File: config.mk
export PLATFORM = sky130hd
export DESIGN_NAME = clock_time_ctrl_flat
export DESIGN_NICKNAME = d
export VERILOG_FILES = /design/src/rtl/clock_time_ctrl_if.sv /design/src/rtl/clock_time_ctrl.sv /design/src/flat_wrapper.sv
export SDC_FILE = /design/constraint.sdc
export NUM_CORES = 1
export LEC_CHECK = 0
export CORE_MARGIN = 10
export CORE_UTILIZATION = 50
export CTS_CLUSTER_DIAMETER = 50
export DETAILED_ROUTE_END_ITERATION = 8
export PLACE_DENSITY = 0.81
export RECOVER_POWER = 50
export SYNTH_ARGS = -nofsm -noshare
export SYNTH_HDL_FRONTEND = slang
export SYNTH_SLANG_ARGS = --single-unit
File: constraint.sdc
create_clock -name clk -period 3.6 [get_ports clk]
set_input_delay 0.72 -clock clk [delete_from_list [all_inputs] [get_ports clk]]
set_output_delay 0.72 -clock clk [all_outputs]
set_load 0.05 [all_outputs]
File: src/rtl/clock_time_ctrl_if.sv
// Control-sequencer bus between the alarm-clock datapath (buttons, BCD digit counters) and clock_time_ctrl.
interface clock_time_ctrl_if;
  logic        tick_i;
  logic        btn_mode_i;
  logic        btn_inc_i;
  logic        btn_snooze_i;
  logic        btn_stop_i;
  logic        alarm_en_i;
  logic [23:0] digits_i;
  logic        up_o;
  logic [5:0]  enable_o;
  logic [5:0]  ld_o;
  logic [15:0] alm_disp_o;
  logic [2:0]  mode_o;
  logic        ring_o;

  modport slave (
    input  tick_i, btn_mode_i, btn_inc_i, btn_snooze_i, btn_stop_i, alarm_en_i, digits_i,
    output up_o, enable_o, ld_o, alm_disp_o, mode_o, ring_o
  );

  modport master (
    output tick_i, btn_mode_i, btn_inc_i, btn_snooze_i, btn_stop_i, alarm_en_i, digits_i,
    input  up_o, enable_o, ld_o, alm_disp_o, mode_o, ring_o
  );
endinterface

File: src/rtl/clock_time_ctrl.sv
// HH:MM:SS digit sequencer for the alarm clock: per-digit Enable/LD pulses, set-time/set-alarm
// mode FSM, alarm registers and ring/snooze FSM.
module clock_time_ctrl #(
  parameter int unsigned RING_SECS   = 60,
  parameter int unsigned SNOOZE_SECS = 300,
  parameter int unsigned TMR_W       = 9
) (
  input logic              clk,
  input logic              rst_n,
  clock_time_ctrl_if.slave bus
);

  typedef enum logic [2:0] {
    MODE_RUN         = 3'd0,
    MODE_SET_HR      = 3'd1,
    MODE_SET_MIN     = 3'd2,
    MODE_SET_ALM_HR  = 3'd3,
    MODE_SET_ALM_MIN = 3'd4
  } mode_e;

  typedef enum logic [1:0] {
    RING_IDLE   = 2'd0,
    RING_ON     = 2'd1,
    RING_SNOOZE = 2'd2
  } ring_e;

  localparam logic [TMR_W-1:0] RING_LAST   = TMR_W'(RING_SECS - 1);
  localparam logic [TMR_W-1:0] SNOOZE_LAST = TMR_W'(SNOOZE_SECS - 1);
  localparam logic [TMR_W-1:0] TMR_ZERO    = {TMR_W{1'b0}};

  // BCD increment of a tens/units pair that wraps to 00 after tens_max:units_max.
  function automatic logic [7:0] bcd_inc(input logic [3:0] tens, input logic [3:0] units,
                                         input logic [3:0] tens_max, input logic [3:0] units_max);
    logic [7:0] res;
    if ((tens == tens_max) && (units == units_max)) begin
      res = 8'h00;
    end else if (units == 4'd9) begin
      res = {tens + 4'd1, 4'd0};
    end else begin
      res = {tens, units + 4'd1};
    end
    return res;
  endfunction

  mode_e            mode_q;
  mode_e            mode_d;
  ring_e            ring_st_q;
  logic [TMR_W-1:0] tmr_q;
  logic [5:0]       enable_q, enable_d;
  logic [5:0]       ld_q, ld_d;
  logic [3:0]       alm_ht_q, alm_hu_q, alm_mt_q, alm_mu_q;
  logic             up_q, ring_q;
  logic             upd_p1_q, upd_p2_q;

  logic [3:0] su, st, mu, mt, hu, ht;
  logic       s_59, m_59, h_23;
  logic       run_tick, inc_evt, alarm_hit;

  assign {ht, hu, mt, mu, st, su} = bus.digits_i;

  // Decode the carry conditions and the events accepted this cycle.
  always_comb begin
    s_59      = (st == 4'd5) && (su == 4'd9);
    m_59      = (mt == 4'd5) && (mu == 4'd9);
    h_23      = (ht == 4'd2) && (hu == 4'd3);
    run_tick  = bus.tick_i && (mode_q == MODE_RUN) && !bus.btn_mode_i;
    inc_evt   = bus.btn_inc_i && !bus.btn_mode_i;
    // upd_p2_q marks the cycle in which the counters show the result of a RUN tick.
    alarm_hit = upd_p2_q && (mode_q == MODE_RUN) && bus.alarm_en_i &&
                ({ht, hu, mt, mu} == {alm_ht_q, alm_hu_q, alm_mt_q, alm_mu_q}) &&
                (st == 4'd0) && (su == 4'd0);
  end

  // Next mode on a Btn_Mode press.
  always_comb begin
    case (mode_q)
      MODE_RUN:         mode_d = MODE_SET_HR;
      MODE_SET_HR:      mode_d = MODE_SET_MIN;
      MODE_SET_MIN:     mode_d = MODE_SET_ALM_HR;
      MODE_SET_ALM_HR:  mode_d = MODE_SET_ALM_MIN;
      MODE_SET_ALM_MIN: mode_d = MODE_RUN;
      default:          mode_d = MODE_RUN;
    endcase
  end

  // Per-digit Enable/LD pattern for the event seen this cycle.
  always_comb begin
    enable_d = 6'b000000;
    ld_d     = 6'b000000;
    if (bus.btn_mode_i) begin
      if (mode_q == MODE_RUN) begin
        enable_d = 6'b000011;
        ld_d     = 6'b000011;
      end else begin
        enable_d = 6'b000000;
      end
    end else if (run_tick) begin
      if (s_59 && m_59 && h_23) begin
        enable_d = 6'b111111;
        ld_d     = 6'b111111;
      end else begin
        // Units digits wrap 9->0 on their own; tens at 5 and hour 23 need an explicit load.
        enable_d[0] = 1'b1;
        enable_d[1] = (su == 4'd9);
        ld_d[1]     = s_59;
        enable_d[2] = s_59;
        enable_d[3] = s_59 && (mu == 4'd9);
        ld_d[3]     = s_59 && m_59;
        enable_d[4] = s_59 && m_59;
        enable_d[5] = s_59 && m_59 && (hu == 4'd9);
      end
    end else if (inc_evt && (mode_q == MODE_SET_HR)) begin
      if (h_23) begin
        enable_d[5:4] = 2'b11;
        ld_d[5:4]     = 2'b11;
      end else begin
        enable_d[4] = 1'b1;
        enable_d[5] = (hu == 4'd9);
      end
    end else if (inc_evt && (mode_q == MODE_SET_MIN)) begin
      if (m_59) begin
        enable_d[3:2] = 2'b11;
        ld_d[3:2]     = 2'b11;
      end else begin
        enable_d[2] = 1'b1;
        enable_d[3] = (mu == 4'd9);
      end
    end else begin
      enable_d = 6'b000000;
    end
  end

  // Registered outputs, mode FSM, alarm registers and ring/snooze FSM.
  always_ff @(posedge clk or negedge rst_n) begin
    if (!rst_n) begin
      enable_q  <= 6'b000000;
      ld_q      <= 6'b000000;
      up_q      <= 1'b1;
      mode_q    <= MODE_RUN;
      alm_ht_q  <= 4'd0;
      alm_hu_q  <= 4'd0;
      alm_mt_q  <= 4'd0;
      alm_mu_q  <= 4'd0;
      ring_st_q <= RING_IDLE;
      ring_q    <= 1'b0;
      tmr_q     <= TMR_ZERO;
      upd_p1_q  <= 1'b0;
      upd_p2_q  <= 1'b0;
    end else begin
      enable_q <= enable_d;
      ld_q     <= ld_d;
      up_q     <= 1'b1;
      upd_p1_q <= run_tick;
      upd_p2_q <= upd_p1_q;

      if (bus.btn_mode_i) begin
        mode_q <= mode_d;
      end else if (inc_evt && (mode_q == MODE_SET_ALM_HR)) begin
        {alm_ht_q, alm_hu_q} <= bcd_inc(alm_ht_q, alm_hu_q, 4'd2, 4'd3);
      end else if (inc_evt && (mode_q == MODE_SET_ALM_MIN)) begin
        {alm_mt_q, alm_mu_q} <= bcd_inc(alm_mt_q, alm_mu_q, 4'd5, 4'd9);
      end else begin
        mode_q <= mode_q;
      end

      case (ring_st_q)
        RING_IDLE: begin
          if (alarm_hit) begin
            ring_st_q <= RING_ON;
            tmr_q     <= TMR_ZERO;
            ring_q    <= 1'b1;
          end
        end
        RING_ON: begin
          if (!bus.alarm_en_i || bus.btn_stop_i) begin
            ring_st_q <= RING_IDLE;
            tmr_q     <= TMR_ZERO;
            ring_q    <= 1'b0;
          end else if (bus.btn_snooze_i) begin
            ring_st_q <= RING_SNOOZE;
            tmr_q     <= TMR_ZERO;
            ring_q    <= 1'b0;
          end else if (bus.tick_i) begin
            if (tmr_q == RING_LAST) begin
              ring_st_q <= RING_IDLE;
              tmr_q     <= TMR_ZERO;
              ring_q    <= 1'b0;
            end else begin
              tmr_q <= tmr_q + {{(TMR_W-1){1'b0}}, 1'b1};
            end
          end
        end
        RING_SNOOZE: begin
          if (!bus.alarm_en_i || bus.btn_stop_i) begin
            ring_st_q <= RING_IDLE;
            tmr_q     <= TMR_ZERO;
            ring_q    <= 1'b0;
          end else if (bus.tick_i) begin
            if (tmr_q == SNOOZE_LAST) begin
              ring_st_q <= RING_ON;
              tmr_q     <= TMR_ZERO;
              ring_q    <= 1'b1;
            end else begin
              tmr_q <= tmr_q + {{(TMR_W-1){1'b0}}, 1'b1};
            end
          end
        end
        default: begin
          ring_st_q <= RING_IDLE;
          tmr_q     <= TMR_ZERO;
          ring_q    <= 1'b0;
        end
      endcase
    end
  end

  assign bus.enable_o   = enable_q;
  assign bus.ld_o       = ld_q;
  assign bus.up_o       = up_q;
  assign bus.mode_o     = mode_q;
  assign bus.alm_disp_o = {alm_ht_q, alm_hu_q, alm_mt_q, alm_mu_q};
  assign bus.ring_o     = ring_q;

endmodule

File: src/flat_wrapper.sv
// flat-port wrapper written by rule: the top's interface ports become plain ports
module clock_time_ctrl_flat 
#(
  parameter int unsigned RING_SECS   = 60,
  parameter int unsigned SNOOZE_SECS = 300,
  parameter int unsigned TMR_W       = 9
)
  (clk, rst_n, bus_tick_i, bus_btn_mode_i, bus_btn_inc_i, bus_btn_snooze_i, bus_btn_stop_i, bus_alarm_en_i, bus_digits_i, bus_up_o, bus_enable_o, bus_ld_o, bus_alm_disp_o, bus_mode_o, bus_ring_o);
  clock_time_ctrl_if bus_i ();
  input logic clk;
  input logic rst_n;
  input wire logic [$bits(bus_i.tick_i)-1:0] bus_tick_i;
  input wire logic [$bits(bus_i.btn_mode_i)-1:0] bus_btn_mode_i;
  input wire logic [$bits(bus_i.btn_inc_i)-1:0] bus_btn_inc_i;
  input wire logic [$bits(bus_i.btn_snooze_i)-1:0] bus_btn_snooze_i;
  input wire logic [$bits(bus_i.btn_stop_i)-1:0] bus_btn_stop_i;
  input wire logic [$bits(bus_i.alarm_en_i)-1:0] bus_alarm_en_i;
  input wire logic [$bits(bus_i.digits_i)-1:0] bus_digits_i;
  output wire logic [$bits(bus_i.up_o)-1:0] bus_up_o;
  output wire logic [$bits(bus_i.enable_o)-1:0] bus_enable_o;
  output wire logic [$bits(bus_i.ld_o)-1:0] bus_ld_o;
  output wire logic [$bits(bus_i.alm_disp_o)-1:0] bus_alm_disp_o;
  output wire logic [$bits(bus_i.mode_o)-1:0] bus_mode_o;
  output wire logic [$bits(bus_i.ring_o)-1:0] bus_ring_o;
  assign bus_i.tick_i = bus_tick_i;
  assign bus_i.btn_mode_i = bus_btn_mode_i;
  assign bus_i.btn_inc_i = bus_btn_inc_i;
  assign bus_i.btn_snooze_i = bus_btn_snooze_i;
  assign bus_i.btn_stop_i = bus_btn_stop_i;
  assign bus_i.alarm_en_i = bus_alarm_en_i;
  assign bus_i.digits_i = bus_digits_i;
  assign bus_up_o = bus_i.up_o;
  assign bus_enable_o = bus_i.enable_o;
  assign bus_ld_o = bus_i.ld_o;
  assign bus_alm_disp_o = bus_i.alm_disp_o;
  assign bus_mode_o = bus_i.mode_o;
  assign bus_ring_o = bus_i.ring_o;
  clock_time_ctrl #(.RING_SECS(RING_SECS), .SNOOZE_SECS(SNOOZE_SECS), .TMR_W(TMR_W)) u_core (.clk(clk), .rst_n(rst_n), .bus(bus_i));
endmodule
Word level (Yosys, flattened, before mapping)
Index checks and enable logic that the tools add are counted.
- bits in registers: 45
- output and inout port bits: 33
- word-level logic and storage cells: 134
- add/subtract/negate cells: 5
- muxes and demuxes: 53
- reductions and logical operators: 36
- bitwise gates (word level): 2
- eq/ne operators: 26
- operator list (kind ; count):
    9-bit 2-to-1 mux ; 8
    2-bit 2-to-1 mux ; 20
    8-bit 2-to-1 mux ; 4
    9-bit case mux with 3 select lines ; 1
    6-bit 2-to-1 mux ; 4
    1-bit logical AND ; 21
    4-bit equality test (second input constant) ; 5
    4-bit by 1-bit adder with 4-bit output (second input constant) ; 4
    16-bit equality test ; 1
    4-bit by 2-bit equality test with 1-bit output (second input constant) ; 4
    4-bit by 3-bit equality test with 1-bit output (second input constant) ; 3
    3-bit case mux with 4 select lines ; 1
    1-bit 2-to-1 mux ; 11
    9-bit by 1-bit adder with 9-bit output (second input constant) ; 1
    9-bit by 6-bit equality test with 1-bit output (second input constant) ; 1
    9-bit equality test (second input constant) ; 1
    3-bit AND reduction ; 3
    4-bit zero test ; 2
    4-bit 2-to-1 mux ; 2
    3-bit by 2-bit equality test with 1-bit output (second input constant) ; 2
    2-bit case mux with 3 select lines ; 1
    5-bit AND reduction ; 1
    4-bit by 2-bit inequality test with 1-bit output (second input constant) ; 1
    4-bit by 3-bit inequality test with 1-bit output (second input constant) ; 1
    16 further kinds ; 19

Longest topological paths before layout
Gate-level depths: netlist of the first run.
- word-level depth: 8
- gate-level depth with buffers: 9
- depth with buffers taken out: 8

Worst setup path before layout of the first run
No wires, ideal clock.
- path type: register to register
- start point: reg u_core.mode_q[0] (netlist: u_core.bus.mode_o[0])
- end point: reg u_core.ld_q[2] (netlist: u_core.bus.ld_o[2])
- data required time: 3.525 ns
- arrival: 2.081 ns
- cell stages (with the launch flop): 8
- buffers on the path: 1
- slack: 1.443 ns
- period minus slack after synthesis: 2.157 ns
- library setup time: 0.075 ns
- path through: dfrtp_1 -> buf_6 -> nor2_4 -> and3_4 -> nand4_2 -> or4_4 -> or2_1 -> a21oi_2
- elaborated cells between the ends (all ways): 11
- classes of those cells: eq/ne (2); mux (4); reduce/logical (5)
- RTL lines (element ; RTL line ; RTL):
    start: declaration ; clock_time_ctrl.sv:45 ; mode_e mode_q;
    start signal: assignment ; clock_time_ctrl.sv:157 ; mode_q <= mode_d;
    start signal: assignment ; clock_time_ctrl.sv:163 ; mode_q <= mode_q;
    3-bit zero test ; clock_time_ctrl.sv:66 ; run_tick = bus.tick_i && (mode_q == MODE_RUN) && !bus.btn_mode_i;
    1-bit logical AND (2 in series) ; clock_time_ctrl.sv:66 ;
    named net u_core.run_tick ; clock_time_ctrl.sv:57 ; logic run_tick, inc_evt, alarm_hit;
    4-bit 2-to-1 mux ; clock_time_ctrl.sv:97 ; end else if (run_tick) begin
    6-bit 2-to-1 mux ; clock_time_ctrl.sv:90 ; if (bus.btn_mode_i) begin
    named net u_core.ld_d[2] ; clock_time_ctrl.sv:50 ; logic [5:0] ld_q, ld_d;
    end signal: assignment ; clock_time_ctrl.sv:151 ; ld_q <= ld_d;
    end: declaration ; clock_time_ctrl.sv:50 ;
The timed path passes the listed nets, and every way through them passes these cells.
A chain may end at the register's enable or synchronous reset.

Worst setup path in the final report of the first run
- start point: in bus_btn_mode_i
- end point: reg u_core.ld_q[2] (netlist: u_core.bus.ld_o[2])
- elaborated cells between the ends (all ways): 9
- classes of those cells: mux (4); reduce/logical (5)
- RTL lines (element ; RTL line ; RTL):
    start: declaration ; flat_wrapper.sv:13 ; input wire logic [$bits(bus_i.btn_mode_i)-1:0] bus_btn_mode_i;
    1-bit zero test ; clock_time_ctrl.sv:66 ;
    1-bit logical AND ; clock_time_ctrl.sv:66 ;
    named net u_core.run_tick ; clock_time_ctrl.sv:57 ;
    4-bit 2-to-1 mux ; clock_time_ctrl.sv:97 ;
    6-bit 2-to-1 mux ; clock_time_ctrl.sv:90 ;
    named net u_core.ld_d[2] ; clock_time_ctrl.sv:50 ;
The timed path passes the listed nets, and every way through them passes these cells.

==> summary.md, run 1 <==
| Metric | Value |
|---|---|
| # rows | `25` |
| Wire per inst | `roughly 16 µm` |
| Startpoint Class | `input port` |
| RSZ-0062 raised after global routing | `false` |
| CTS buffer count | `5` |
| Num Clock Sinks | `44` |
| Final Util | `around 69%` |
| Placer Congestion | `between 0.8 and 0.9` |
| Rel. slew slack | `-50.2%` |
| First-pass GRT wire length | `11000 µm` |
| Initial antenna violation count | `0` |
| Worst setup path endpoint | `u_core.bus.ld_o[2]` |
| Distinct cells, synth | `54` |
| Most common cell after layout, fill and taps aside | `clkdlybuf4s50_1` |
| Buf/Inv on CP | `1` |
| Detail Route Antenna Nets | `0` |
| Setup Buffers After CTS | `0` |
| I/O Buffers | `63` |
| Outcome | `finished with violations` |
| DIE AREA | `8340 µm²` |
| Most frequent cells in the layout | `clkdlybuf4s50_1 (61), dfrtp_1 (44), nand2_1 (25)` |
| Layout Nets | `roughly 380` |
| Die height | `~91 µm` |
| Synth warn | `0` |
| Leakage | `between 1 and 1.5 nW` |
| Final Hold Vio Count | `0` |
| Ant. Diodes | `0` |
| Clock Skew | `about 0.0041 ns` |
| Residual DRC | `0` |
| Final setup vio count | `0` |
| Count of hold-fix buffers inserted at cts | `0` |
| Vias in the first global route | `between 2000 and 2500` |
| Final Cell Area | `3330 µm²` |
| CTS HTree Levels | `2` |
| Worst R2R Setup Slack | `1.16 ns` |
| Drt pass-1 iters | `4` |
| Critical path class | `in2reg` |
| DP Worst Slack | `around 0.60 ns` |
| # resized after CTS | `0` |
| Crit Reg-Reg Endpoint | `u_core.tmr_q[6]` |
| DIE WIDTH | `91.3 µm` |
| Fillers | `around 400` |
| CTS tree | `yes` |
| Max stage delay on crit path | `0.60 ns` |
| GRT Resource Usage Total | `between 10% and 20%` |
| Core area | `4820 µm²` |
| EDFF count, synth | `0` |
| Synth Area per Inst | `9.56 µm²` |
| Vias per std cell | `around 5.4` |
| Routed via count | `2176` |
| Max Clk Rate | `357 MHz` |
| CTS clk-pin slew, worst paths | `around 0.09 ns` |
| Reported max-cap violation count | `1` |
| Max VDD drop | `roughly 400 µV` |
| Crit path max-delay family | `simple AND/OR/NAND/NOR gates` |
| Setup crit start | `bus_btn_mode_i` |
| Final Cycle Share | `77.9%` |
| CP required | `3.83 ns` |
| Seq cells post-synth | `44` |
| Worst hold path type | `reg2reg` |
| Overflow left after global routing | `0` |
| Worst R2R Path Depth | `8` |
| Final worst setup slack | `around 0.80 ns` |
| Syn_nets | `approximately 310` |
| Fin crit period | `roughly 2.8 ns` |
| Share of cells above drive strength 1 | `6.31%` |
| Chain of cells forming the critical path | `dlygate4sd3_1, nor2_1, and3_1, nand4_2, or4_1, or2_1, a21oi_2` |
| Synth Flop Type | `dfrtp_1` |
| Least-Margin Pin Slew | `around 2.3 ns` |
| Failing checks | `max-capacitance violations, max-slew violations` |
| IO Count | `65` |
| Netlist Area Pre-Place | `~2500 µm²` |
| Detailed Route WL | `6350 µm` |
| Critical Path AT | `just over 3 ns` |
| Post-Synthesis Cells | `about 270` |
| HPWL Detailed | `about 5000 µm` |
| Clock latency on the worst-skew pair | `around 0.3 ns` |
| Slew Viols, Final | `45` |
| WP depth | `7` |
| Reg2reg start | `u_core.ring_st_q[1]` |
| Seq/Total Area, Yosys | `between 40% and 50%` |
| Largest net degree at the start of global routing | `45` |
| First-iteration detailed-routing DRC count | `approximately 110` |
| Slowest cell on crit path | `or4_1` |
| Cell Area, Placed | `approximately 3200 µm²` |
| Total power | `1.81 mW` |
| Max Root-Sink Buffers | `2` |
| CTS Root Buffer Type | `clkbuf_8` |
| Crit. End Element | `flop` |
| Area grow syn2layout | `30.9%` |
| Setup TNS | `0 ns` |
| PwrDens | `approximately 540 nW/µm²` |
| Share of synthesized flip-flops with an asynchronous set or reset | `100%` |
| Initial Utilization | `between 50% and 60%` |
| Worst-path fanout max | `5` |
-- metrics by stage --
stage / instances / hold slack [ns]
6_report: 400 / 0.373
4_1_cts: 400 / 0.367
5_1_grt: 400 / 0.374
3_3_place_gp: 392 / 0.333
3_5_place_dp: 392 / 0.347
2_1_floorplan: 266 / 0.331
-- cells by family after synthesis --
| logic type | Yosys count | synth area share, % |
|---|---|---|
| other | 1 | 0.147 |
| buffers and inverters | 20 | 3.59 |
| AND/OR/NAND/NOR | 111 | 24.9 |
| flip-flops | 44 | 43.3 |
| AO/OA/AOI/OAI | 56 | 14.0 |
| multiplexers | 5 | 2.17 |
| adder cells (fa/ha/maj) | 13 | 6.40 |
| XOR/XNOR | 16 | 5.51 |
-- synthesized netlist by cell type (all sizes together), types with 2 or more instances --
| cell type | instances | area, µm² |
|---|---|---|
| nand3 | 11 | 55.1 |
| nand4b | 2 | 17.5 |
| inv | 15 | 56.3 |
| nor4b | 2 | 23.8 |
| o21a | 2 | 15.0 |
| nor4bb | 2 | 20.0 |
| and3 | 8 | 55.1 |
| buf | 4 | 31.3 |
| o21ai | 25 | 125 |
| ha | 13 | 163 |
| a21oi | 7 | 38.8 |
| or4 | 4 | 33.8 |
| nor2b | 9 | 56.3 |
| dfrtp | 44 | 1100 |
| o22ai | 2 | 12.5 |
| mux2 | 4 | 45.0 |
| or2 | 3 | 18.8 |
| nand4 | 7 | 50.1 |
| o211ai | 2 | 15.0 |
| xnor2 | 16 | 140 |
| or3 | 4 | 25.0 |
| nor3 | 4 | 20.0 |
| nor2 | 17 | 73.8 |
| nand2b | 6 | 37.5 |
| a21o | 3 | 22.5 |
| nand3b | 2 | 15.0 |
| nand2 | 25 | 93.8 |
| o31ai | 8 | 70.1 |
| nor4 | 2 | 12.5 |
-- how the worst min path moves through the flow --
stage                          startpoint              end  slack, ns  cells past startpoint
after floorplan           u_core.upd_p1_q  u_core.upd_p2_q       0.33                      0
after global placement    u_core.upd_p1_q  u_core.upd_p2_q       0.33                      0
after detailed placement  u_core.upd_p1_q  u_core.upd_p2_q       0.35                      0
after CTS                 u_core.upd_p1_q  u_core.upd_p2_q       0.37                      0
after global routing      u_core.upd_p1_q  u_core.upd_p2_q       0.37                      0
final                     u_core.upd_p1_q  u_core.upd_p2_q       0.37                      0
-- final cells by class --
class                      count  area, µm²  share of cell area [%]
clock buffer                   5       68.8                    2.07
tap                           67       83.8                    2.52
inverter                      15       56.3                    1.69
clock inverter                 3       46.3                    1.39
multi-input combinational    202       1340                    40.2
timing repair buffer          64        632                    19.0
sequential                    44       1100                    33.1
-- registers in the layout, indices dropped and copies added, names as in the netlist --
register / count
u_core.bus.mode_o: 3
u_core.alm_mt_q: 4
u_core.upd_p2_q: 1
u_core.ring_st_q: 2
u_core.alm_ht_q: 4
u_core.bus.ring_o: 1
u_core.alm_mu_q: 4
u_core.bus.ld_o: 5
u_core.upd_p1_q: 1
u_core.bus.enable_o: 6
u_core.tmr_q: 9
u_core.alm_hu_q: 4
-- per-layer routing --
metal	track usage, %	wire length, µm
met1	20.0	2960
met2	25.1	2910
met3	5.19	436
met4	3.92	48
met5	0	0
-- power breakdown --
group / switching, mW / internal, mW / total (mW)
Sequential: 0.114 / 0.570 / 0.684
Clock: 0.176 / 0.209 / 0.385
Combinational: 0.453 / 0.284 / 0.737
Total: 0.743 / 1.06 / 1.81
Power figures use the tool's default switching activity.
==> run 2, diff against run 1 <==
--- a/config.mk
+++ b/config.mk
@@ -6,10 +6,10 @@
 export NUM_CORES = 1
 export LEC_CHECK = 0
 export CORE_MARGIN = 10
-export CORE_UTILIZATION = 50
+export CORE_UTILIZATION = 49
 export CTS_CLUSTER_DIAMETER = 50
 export DETAILED_ROUTE_END_ITERATION = 8
-export PLACE_DENSITY = 0.81
+export PLACE_DENSITY = 0.8
 export RECOVER_POWER = 50
 export SYNTH_ARGS = -nofsm -noshare
 export SYNTH_HDL_FRONTEND = slang
==> constraint.sdc (replaced) <==
create_clock -name clk -period 2.85 [get_ports clk]
set_input_delay 0.57 -clock clk [delete_from_list [all_inputs] [get_ports clk]]
set_output_delay 0.57 -clock clk [all_outputs]
set_load 0.05 [all_outputs]
==> run 2 against run 1 <==
The flow now finishes without violations. Hold slack got worse by 0.015 ns. Clock skew is 0.0036 ns higher. Global-route usage fell by 0.42 points. Combinational power is 27% higher. Design area is 0.19% lower. First-iteration DRC count down 21%.
==> summary.md, run 2 (synthesis results as in run 1) <==
| Metric | Value |
|---|---|
| Clock latency on the worst-skew pair | `a little under 0.3 ns` |
| Reported max-cap violation count | `0` |
| Initial Utilization | `50.1%` |
| CTS Root Buffer Type | `clkbuf_8` |
| Wire per inst | `between 15 and 20 µm` |
| CTS tree | `yes` |
| Detailed Route WL | `6390 µm` |
| Startpoint Class | `input port` |
| Vias per std cell | `between 5 and 6` |
| Detail Route Antenna Nets | `0` |
| Worst hold path type | `reg2reg` |
| First-iteration detailed-routing DRC count | `90` |
| Reg2reg start | `u_core.ring_st_q[1]` |
| Final setup vio count | `0` |
| Total power | `about 2.2 mW` |
| Leakage | `~1.4 nW` |
| DP Worst Slack | `between 0.15 and 0.2 ns` |
| Core area | `between 5000 and 6000 µm²` |
| Setup TNS | `0 ns` |
| Final worst setup slack | `between 0.3 and 0.4 ns` |
| I/O Buffers | `63` |
| Share of cells above drive strength 1 | `roughly 7%` |
| Drt pass-1 iters | `4` |
| Worst R2R Setup Slack | `0.60 ns` |
| Routed via count | `2230` |
| # rows | `26` |
| Critical path class | `in2reg` |
| Max Clk Rate | `between 400 and 500 MHz` |
| Area grow syn2layout | `30.6%` |
| IO Count | `between 60 and 70` |
| DIE WIDTH | `~90 µm` |
| Critical Path AT | `between 2 and 3 ns` |
| RSZ-0062 raised after global routing | `false` |
| Num Clock Sinks | `44` |
| Max stage delay on crit path | `0.58 ns` |
| GRT busiest layer | `met2` |
| Initial antenna violation count | `0` |
| Setup Buffers After CTS | `0` |
| CTS clk-pin slew, worst paths | `roughly 0.080 ns` |
| PwrDens | `around 650 nW/µm²` |
| Clock Skew | `roughly 0.0078 ns` |
| Vias in the first global route | `about 2200` |
| Largest register FFs | `9` |
| Worst R2R Path Depth | `8` |
| Biggest register | `u_core.tmr_q` |
| Placed cell count | `around 400` |
| Met2 GRT Util | `around a quarter` |
| CP required | `just over 3 ns` |
| Max VDD drop | `approximately 610 µV` |
| # resized after CTS | `0` |
| Ant. Diodes | `0` |
| Overflow left after global routing | `0` |
| Count of hold-fix buffers inserted at cts | `0` |
| Rel. slew slack | `36.9%` |
| Most frequent cells in the layout | `clkdlybuf4s50_1 (60), dfrtp_1 (44), nand2_1 (25)` |
| Met3 Use GR | `under 10%` |
| Layout Cells excl Fill | `405` |
| Max Root-Sink Buffers | `2` |
| First-pass GRT wire length | `10800 µm` |
| DIE AREA | `around 8500 µm²` |
| Fin crit period | `about 2.5 ns` |
| Placer Congestion | `about 0.83` |
| Most common cell after layout, fill and taps aside | `clkdlybuf4s50_1` |
| CTS buffer count | `5` |
| Crit. End Element | `flop` |
| Die height | `about 90 µm` |
| Largest net degree at the start of global routing | `45` |
| Worst-path fanout max | `5` |
| Slew Viols, Final | `0` |
| Residual DRC | `0` |
| Fillers | `about 440` |
| Worst hold slack | `0.357 ns` |
| Worst setup path endpoint | `u_core.bus.ld_o[2]` |
| CTS HTree Levels | `2` |
| Slowest cell on crit path | `dlygate4sd3_1` |
| Setup crit start | `bus_btn_mode_i` |
| Layout Nets | `~380` |
| Final Hold Vio Count | `0` |
| Met1 Use GR | `approximately 19%` |
| Chain of cells forming the critical path | `dlygate4sd3_1, nor2_1, and3_1, nand4_2, or4_4, or2_1, a21oi_2` |
| Crit Reg-Reg Endpoint | `u_core.tmr_q[5]` |
| GRT Resource Usage Total | `15.3%` |
| Final Cycle Share | `between 80 and 90%` |
| Least-Margin Pin Slew | `between 0.9 and 1 ns` |
| Outcome | `finished, final reports clean` |
| HPWL Detailed | `5220 µm` |
run 2: worst min-delay path by stage:
stage                          from                 end  slack [ns]  depth (start not counted)
finish              u_core.upd_p1_q     u_core.upd_p2_q        0.36                          0
global route        u_core.upd_p1_q     u_core.upd_p2_q        0.36                          0
CTS                 u_core.upd_p1_q     u_core.upd_p2_q        0.36                          0
detailed placement  u_core.upd_p1_q     u_core.upd_p2_q        0.34                          0
global placement    u_core.upd_p1_q     u_core.upd_p2_q        0.33                          0
floorplan                     rst_n  u_core.alm_ht_q[0]        0.27                          0
run 2: layout make-up:
cell class	instances	area [µm²]	share of cell area, %
clock buffer	7	76.3	2.30
inverter	15	56.3	1.70
clock inverter	1	8.76	0.264
multi-input combinational	202	1340	40.4
sequential	44	1100	33.2
tap	70	87.6	2.64
timing repair buffer	66	648	19.5
run 2: worst max-delay path: cells and delay by family:
family / cells / cell delay, ns
compound gates: 1 / 0.13
buf+inv: 1 / 0.58
simple gates: 5 / 1.41
run 2: routing by layer:
layer	wire length [µm]	share of wire, %
met4	40	0.63
met2	3030	47
met3	455	7.1
met5	0	0
met1	2870	45
run 2: power breakdown:
| group | internal [mW] | switching [mW] |
|---|---|---|
| registers | 0.720 | 0.138 |
| logic | 0.361 | 0.578 |
| clock network | 0.175 | 0.200 |
| total | 1.26 | 0.917 |
run 2: per-stage QoR:
step,area (µm²),util [%]
floorplan,2540,-
global placement,3240,63.9
detailed placement,3240,63.9
CTS,3330,65.6
global route,3320,65.4
finish,3320,65.4
==> run 3, diff against run 2 <==
--- a/config.mk
+++ b/config.mk
@@ -5,12 +5,14 @@
 export SDC_FILE = /design/constraint.sdc
 export NUM_CORES = 1
 export LEC_CHECK = 0
+export CORE_ASPECT_RATIO = 1.25
 export CORE_MARGIN = 10
 export CORE_UTILIZATION = 49
 export CTS_CLUSTER_DIAMETER = 50
 export DETAILED_ROUTE_END_ITERATION = 8
 export PLACE_DENSITY = 0.8
 export RECOVER_POWER = 50
+export SKIP_LAST_GASP = 1
 export SYNTH_ARGS = -nofsm -noshare
 export SYNTH_HDL_FRONTEND = slang
 export SYNTH_SLANG_ARGS = --single-unit
==> run 3 against run 2 <==
Sequential power is 0.6% higher. Critical path type unchanged. Routed wire length is 0.44% lower. Hold slack better by 0.0023 ns. First-iteration DRC count is 43% higher.
==> summary.md, run 3 (synthesis results as in run 1) <==
| Metric | Value |
|---|---|
| Outcome | `finished, final reports clean` |
| Reg2reg start | `u_core.ring_st_q[1]` |
| First-pass GRT wire length | `approximately 10000 µm` |
| Final setup vio count | `0` |
| DIE WIDTH | `84.4 µm` |
| Max VDD drop | `574 µV` |
| DIE AREA | `around 8500 µm²` |
| First-iteration detailed-routing DRC count | `~130` |
| Setup TNS | `0 ns` |
| Num Clock Sinks | `between 40 and 50` |
| DP Worst Slack | `0.169 ns` |
| Detail Route Antenna Nets | `0` |
| Most common cell after layout, fill and taps aside | `clkdlybuf4s50_1` |
| Max Root-Sink Buffers | `2` |
| Critical Path AT | `about 2.8 ns` |
| Clock Skew | `~0.0073 ns` |
| # resized after CTS | `0` |
| Overflow left after global routing | `0` |
| CTS buffer count | `5` |
| Detailed Route WL | `6370 µm` |
| CTS tree | `yes` |
| Worst R2R Setup Slack | `approximately 0.64 ns` |
| Worst setup path endpoint | `u_core.bus.ld_o[2]` |
| Ant. Diodes | `0` |
| Worst R2R Path Depth | `8` |
| I/O Buffers | `63` |
| Slowest cell on crit path | `dlygate4sd3_1` |
| CTS HTree Levels | `2` |
| Final Cycle Share | `between 80 and 90%` |
| Setup Buffers After CTS | `0` |
| Die height | `101 µm` |
| CP required | `a little over 3 ns` |
| Worst-path fanout max | `5` |
| Worst hold start | `u_core.upd_p1_q` |
| Clk pwr share | `between 15 and 20%` |
| Switching pwr | `a little over 0.9 mW` |
| Most frequent cells in the layout | `clkdlybuf4s50_1 (61), dfrtp_1 (44), nand2_1 (25)` |
| Fin crit period | `between 2 and 3 ns` |
| HPWL Detailed | `4980 µm` |
| Initial antenna violation count | `0` |
| PwrDens | `~670 nW/µm²` |
| Clock latency on the worst-skew pair | `~0.30 ns` |
| Startpoint Class | `input port` |
| Part of the power in registers | `roughly two fifths` |
| Reported max-cap violation count | `0` |
| Final worst setup slack | `around 0.3 ns` |
| Leakage | `about 1.4 nW` |
| Worst hold path type | `reg2reg` |
| Vias in the first global route | `between 2000 and 2500` |
| Slew Viols, Final | `0` |
| Setup crit start | `bus_btn_mode_i` |
| Core area | `around 5000 µm²` |
| Vias per std cell | `between 5 and 6` |
| Logic pwr share | `approximately 43%` |
| Crit. End Element | `flop` |
| Count of hold-fix buffers inserted at cts | `0` |
| Initial Utilization | `about 50%` |
| Sw frac | `a little over two fifths` |
| Layout Cells excl Fill | `between 300 and 400` |
| Largest register FFs | `9` |
| GRT Resource Usage Total | `14.8%` |
| IO Count | `between 60 and 70` |
| Rel. slew slack | `between 30% and 40%` |
| Area grow syn2layout | `29.9%` |
| Wire per inst | `around 16 µm` |
| Layout Nets | `378` |
| Drt pass-1 iters | `4` |
| Max stage delay on crit path | `around 0.58 ns` |
| Largest net degree at the start of global routing | `45` |
| Critical path class | `in2reg` |
| CTS clk-pin slew, worst paths | `about 0.080 ns` |
| Share of cells above drive strength 1 | `~6.3%` |
| Final Hold Vio Count | `0` |
| Crit Reg-Reg Endpoint | `u_core.tmr_q[6]` |
| Residual DRC | `0` |
| Routed via count | `~2200` |
| CTS Root Buffer Type | `clkbuf_8` |
| Placer Congestion | `0.815` |
| Worst hold slack | `roughly 0.36 ns` |
| Max Clk Rate | `approximately 390 MHz` |
| Placed cell count | `slightly below 400` |
| RSZ-0062 raised after global routing | `false` |
| # rows | `29` |
| Least-Margin Pin Slew | `around 1 ns` |
| Chain of cells forming the critical path | `dlygate4sd3_1, nor2_1, and3_1, nand4_1, or4_4, or2_1, a21oi_2` |
| Biggest register | `u_core.tmr_q` |
| Internal power | `approximately 1.3 mW` |
## run 3: layer usage
metal | global-route usage (%) | part of all wire [%] | vias up
met1 | 16.5 | 42 | 1051
met2 | 25.6 | 49 | 87
met5 | 0 | 0 | -
met4 | 5.20 | 1.8 | 0
li1 | - | - | 1077
met3 | 5.34 | 7.5 | 10
## run 3: critical path, delay by kind of cell
kind | cells | cell delay (ns)
buffers and inverters | 1 | 0.58
AOI/OAI and AO/OA | 1 | 0.15
and+or+nand+nor | 5 | 1.46
## run 3: cell type report
class / count / area (µm²)
tap: 62 / 77.6
multi-input combinational: 202 / 1340
inverter: 15 / 56.3
sequential: 44 / 1100
clock buffer: 8 / 90.1
timing repair buffer: 65 / 641
fill: 420 / 1740
## run 3: worst min-delay path by stage
stage,to,depth (start not counted)
final,u_core.upd_p2_q,0
after global routing,u_core.upd_p2_q,0
after CTS,u_core.upd_p2_q,0
after detailed placement,u_core.upd_p2_q,0
after global placement,u_core.upd_p2_q,0
after floorplan,u_core.alm_ht_q[0],0
## run 3: per-stage QoR
stage          utilization, %  area, µm²  total power [mW]
2_1_floorplan               -       2540              1.47
3_3_place_gp             64.0       3230              1.80
3_5_place_dp             64.0       3230              1.82
4_1_cts                  65.7       3320              2.22
5_1_grt                  65.5       3300              2.33
6_report                 65.5       3300              2.20
## run 3: power groups by stage
stage	clock network, mW	logic (mW)	registers, mW
6_report	0.405	0.937	0.863
5_1_grt	0.433	1.02	0.879
4_1_cts	0.409	0.948	0.861
3_5_place_dp	0	0.943	0.872
3_3_place_gp	0	0.932	0.867
2_1_floorplan	0	0.351	1.12
